**src/rtl/pool_window_gather.sv**
```systemverilog
// Streaming 2x2 window gatherer: buffers one image row and emits each non-overlapping
// 2x2 window as {top-left, top-right, bottom-left, bottom-right} with valid/ready on both sides.
module pool_window_gather #(
    parameter int width_p = 8,
    parameter int cols_p  = 28,
    parameter int rows_p  = 28
) (
    input  logic                    clk_i,
    input  logic                    reset_i,
    input  logic                    v_i,
    input  logic [width_p-1:0]      data_i,
    output logic                    ready_o,
    output logic                    v_o,
    output logic [3:0][width_p-1:0] data_o,
    output logic                    last_o,
    input  logic                    ready_i
);
    localparam int COL_W = (cols_p > 1) ? $clog2(cols_p) : 1;
    localparam int ROW_W = (rows_p > 1) ? $clog2(rows_p) : 1;
    localparam logic [COL_W-1:0] COL_LAST = COL_W'(cols_p - 1);
    localparam logic [ROW_W-1:0] ROW_LAST = ROW_W'(rows_p - 1);

    logic [COL_W-1:0]          col_q, col_d;
    logic [ROW_W-1:0]          row_q, row_d;
    logic [width_p-1:0]        prev_q, prev_d;
    logic                      v_o_q, v_o_d;
    logic                      last_q, last_d;
    logic [3:0][width_p-1:0]   data_q, data_d;
    logic [width_p-1:0]        linebuf_q [cols_p];

    logic in_xfer;
    logic lb_we;
    logic win_load;

    // Accepting even when the window register will not be freed is impossible, so
    // ready_o depends only on registered state and the downstream ready.
    assign ready_o = ~v_o_q | ready_i;
    assign v_o     = v_o_q;
    assign data_o  = data_q;
    assign last_o  = last_q;

    always_comb begin
        in_xfer  = v_i & ready_o;
        lb_we    = in_xfer & ~row_q[0];
        win_load = in_xfer & row_q[0] & col_q[0];

        col_d  = col_q;
        row_d  = row_q;
        prev_d = prev_q;
        if (in_xfer) begin
            if (col_q == COL_LAST) begin
                col_d = '0;
                row_d = (row_q == ROW_LAST) ? '0 : row_q + ROW_W'(1);
            end else begin
                col_d = col_q + COL_W'(1);
            end
            if (row_q[0] && !col_q[0]) begin
                prev_d = data_i;
            end
        end

        v_o_d  = v_o_q;
        last_d = last_q;
        data_d = data_q;
        if (v_o_q && ready_i) begin
            v_o_d = 1'b0;
        end
        // A new window may replace one that is leaving in the same cycle.
        if (win_load) begin
            v_o_d     = 1'b1;
            data_d[3] = linebuf_q[col_q - COL_W'(1)];
            data_d[2] = linebuf_q[col_q];
            data_d[1] = prev_q;
            data_d[0] = data_i;
            last_d    = (row_q == ROW_LAST) && (col_q == COL_LAST);
        end
    end

    always_ff @(posedge clk_i) begin
        if (reset_i) begin
            col_q  <= '0;
            row_q  <= '0;
            prev_q <= '0;
            v_o_q  <= 1'b0;
            last_q <= 1'b0;
            data_q <= '0;
        end else begin
            col_q  <= col_d;
            row_q  <= row_d;
            prev_q <= prev_d;
            v_o_q  <= v_o_d;
            last_q <= last_d;
            data_q <= data_d;
        end
    end

    // Line buffer holds pixel data only, so it is left out of reset.
    always_ff @(posedge clk_i) begin
        if (lb_we) begin
            linebuf_q[col_q] <= data_i;
        end
    end
endmodule

```
**config.mk**
```make
export PLATFORM = sky130hd
export DESIGN_NAME = pool_window_gather
export DESIGN_NICKNAME = d
export VERILOG_FILES = /design/src/rtl/pool_window_gather.sv
export SDC_FILE = /design/constraint.sdc
export NUM_CORES = 1
export LEC_CHECK = 0
export CORE_AREA = 5 5 207 129
export DETAILED_ROUTE_END_ITERATION = 8
export DIE_AREA = 0 0 212 134
export GPL_TIMING_DRIVEN = 0
export PLACE_DENSITY = 0.75
export SLEW_MARGIN = 20
export SYNTH_ARGS = -nofsm -noshare
export SYNTH_HDL_FRONTEND = slang
export SYNTH_SLANG_ARGS = --single-unit
```
**constraint.sdc**
```tcl
create_clock -name clk_i -period 3.74 [get_ports clk_i]
set_input_delay 0.374 -clock clk_i [delete_from_list [all_inputs] [get_ports clk_i]]
set_output_delay 0.374 -clock clk_i [all_outputs]
set_load 0.02 [all_outputs]
```
==> run_results.csv <==
group,metric,value,unit
worst_setup_path,arrival,4020,ps
cts,clock_latency,540,ps
yosys,synth_top_area_share,0.555,
sta,tightest_slew,1050,ps
yosys,synth_fp_nets,777,
global_route,antenna_found_initial,1,
power,intPower,5.27,mW
cts,h-tree-depth,1,
global_route,grt_max_degree,31,
floorplan,die_width,212,µm
placed_design,io_buffers,46,
yosys,yosys-top-cells-area,"edfxtp_1 56%, mux4_2 12%, dfxtp_1 8.6%",
power,p_leak,4.53,nW
finish,final_cell_count_no_fill,1185,
drt,antenna_left,0,
worst_setup_path,rrSetupSlack,120,ps
placed_design,placedCellCount,1139,
drt,vias,7642,
floorplan,start_util,0.490,
worst_setup_path,rr_startpoint,"col_q[1]",
finish,fin_nets,855,
cts,cts-buffers-inserted,24,
floorplan,ios,47,
power,power_density,489,nW/µm²
yosys,synth-async-reset-ratio,0,
yosys,syn_inst,760,
yosys,yosys-top-cells-count,"224 x edfxtp_1, 65 x mux2i_1, 63 x mux4_2",
worst_setup_path,crit_chain,"buf_4 -> buf_6 -> buf_4 -> inv_1 -> ha_1 -> xor2_4 -> buf_12 -> mux4_1 -> a221oi_2 -> a21oi_1",
worst_setup_path,startpoint,"col_q[1]",
drt,drt_iter0_drc,1152,
sta,relSlewSlack,0.296,
sta,final_max_slew_viol_count,0,
worst_setup_path,required,4140,ps
sta,fin_skew,15.5,ps
finish,area_delta_synth_final,15.2,%
yosys,synth.avg_cell_area,15.9,µm²
cts,clockBufferDepth,3,
worst_setup_path,crit_path_end,"data_o[29]",
yosys,netlist_area,12100,µm²
sta,fmax,276,MHz
sta,min_period,3620,ps
yosys,synthFlopType,"edfxtp_1",
worst_setup_path,timing_worst_setup_path_type,"register to register",
worst_setup_path,worstSetupEndpointType,"register",
global_route,track_usage,0.226,
drt,via_per_inst,6.45,
yosys,synth-edff-count,224,
yosys,yosys_warnings,0,
floorplan,die_area,28400,µm²
run_status,status,"finished, final reports clean",
cts,cts_tree,"yes",
placed_design,gp_congestion,0.979,
floorplan,fp-row-count,45,
run,cap_violations,0,
cts,cts_sinks,276,
finish,num_antenna_cells,0,
drt,drtPass1Iterations,6,
yosys,ys_seq_area_frac,0.641,
sta,rsz0062_at_grt,"no",
drt,routedWlPerCell,27.5,µm
yosys,yosysMostFrequentCell,"edfxtp_1",
global_route,grt_pass1_vias,7258,
yosys,synth_top_area_cell,"edfxtp_1",
drt,drc_errors,0,
global_route,grt_overflow,0,
finish,drive_above_1_share,0.196,
worst_setup_path,rr_worst_depth,10,
sta,finalHoldViolCount,0,
sta,setup_viol,0,
power,clock_power_share,0.400,
power,seqPwrFrac,0.490,
placed_design,hpwl,22.0,mm
cts,clk_pin_slew,70,ps
cts,cts_root_buf,"clkbuf_16",
yosys,synthDistinctLibCells,48,
power,peakVddDrop,0.391,mV
floorplan,core_region_area,24700,µm²
sta,period_share,0.969,
worst_setup_path,cpMostUsedCell,"buf_4",
global_route,grt_pass1_wl,47.6,mm
floorplan,die_y,134,µm
power,pwr-share-comb,0.110,
yosys,synth_seq_cells,276,
power,swShare,0.228,
worst_setup_path,cpPeakStageDelay,630,ps
worst_setup_path,cp_slowest_cell,"mux4_1",
drt,drt_wl_total,32.6,mm
power,p_switching,1.56,mW
min_path,hold_path_class,"input pin to register",
worst_setup_path,worstSetupStartpointType,"register",
worst_setup_path,path_max_fanout,10,
power,p_total,6.82,mW
worst_setup_path,r2r_end,"data_o[29]",
finish,n_fill_cell,1891,
==> area by class of cell <==
type,count,area (µm²),share of cell area
flip-flops and latches,276,7770,0.556
multi-input cells,427,4110,0.295
clock buffers,31,709,0.0508
repair buffers,53,473,0.0339
well taps,329,412,0.0295
plain buffers,47,284,0.0203
clock inverters,13,169,0.0121
inverters,9,33.8,0.00242
==> logic make-up after synthesis <==
group	share of synthesized area
buf+inv	0.0264
compound gates	0.0602
mux	0.202
xor+xnor	0.00516
simple gates	0.0601
flops	0.641
fa+ha+maj	0.00516
==> worst min path at each step <==
stage	cells past startpoint	end	from	slack (ps)
after floorplan	2	data_o[10]	prev_q[2]	430
after global placement	2	data_o[15]	prev_q[7]	440
after detailed placement	2	data_o[9]	prev_q[1]	450
after CTS	3	data_o[4]	data_i[4]	380
after global routing	1	linebuf_q[0][7]	data_i[7]	380
final	3	data_o[5]	data_i[5]	380
==> power by group through the flow <==
stage | Clock (mW) | Sequential [mW] | Combinational, mW
2_1_floorplan | 0 | 3.41 | 0.489
3_3_place_gp | 0 | 3.41 | 0.707
3_5_place_dp | 0 | 3.41 | 0.714
4_1_cts | 2.75 | 3.35 | 0.732
5_1_grt | 2.89 | 3.34 | 0.785
6_report | 2.73 | 3.35 | 0.749
==> repair_timing <==
action / CTS / global route
setup buffers: 2 / 0
pin swaps: 3 / 0
endpoints found under the setup margin: 8 / 6
hold buffers: 0 / 0
resized for setup: 7 / 3
==> worst max-delay path: cells and delay by family (launching register included) <==
| family | cells | cell delay [ps] |
|---|---|---|
| AO/OA/AOI/OAI | 2 | 700 |
| XOR/XNOR | 1 | 300 |
| adder cells (fa/ha/maj) | 1 | 330 |
| buffers and inverters | 5 | 1060 |
| flip-flops | 1 | 450 |
| multiplexers | 1 | 630 |
==> placed cells by master (no fill, tap or decap), types with 21 or more instances in the layout <==
cell type          n
dfxtp_1           51
mux4_2            63
edfxtp_1         224
clkbuf_16         26
o21ai_0           21
nand2_1           54
a21oi_1           39
mux2i_1           65
nor2_1            60
clkdlybuf4s50_1   38
==> through the flow <==
stage	area [µm²]	hold slack, ps	TNS, ps	utilization	setup WS [ps]
after floorplan	12100	432	0	-	881
after global placement	13000	443	-2390	0.525	-415
after CTS	14000	378	0	0.565	67.9
after detailed placement	13000	445	-2840	0.527	-479
final	14000	384	0	0.565	116
after global routing	14000	385	0	0.565	41.3
==> routing by layer <==
metal  GRT usage  vias to the layer above  wire [µm]
met5           0                        -         13
met4      0.0379                        2        597
met3      0.0771                       64       4520
met2       0.314                      516      13800
met1       0.354                     3872      13700
li1            -                     3188          -
==> flip-flops by register name (all words and copies together) (netlist names) <==
register	count
v_o	1
prev_q	8
data_o	32
col_q	5
row_q	5
linebuf_q	224
last_o	1
No activity file was read; power rests on OpenSTA's default activity.
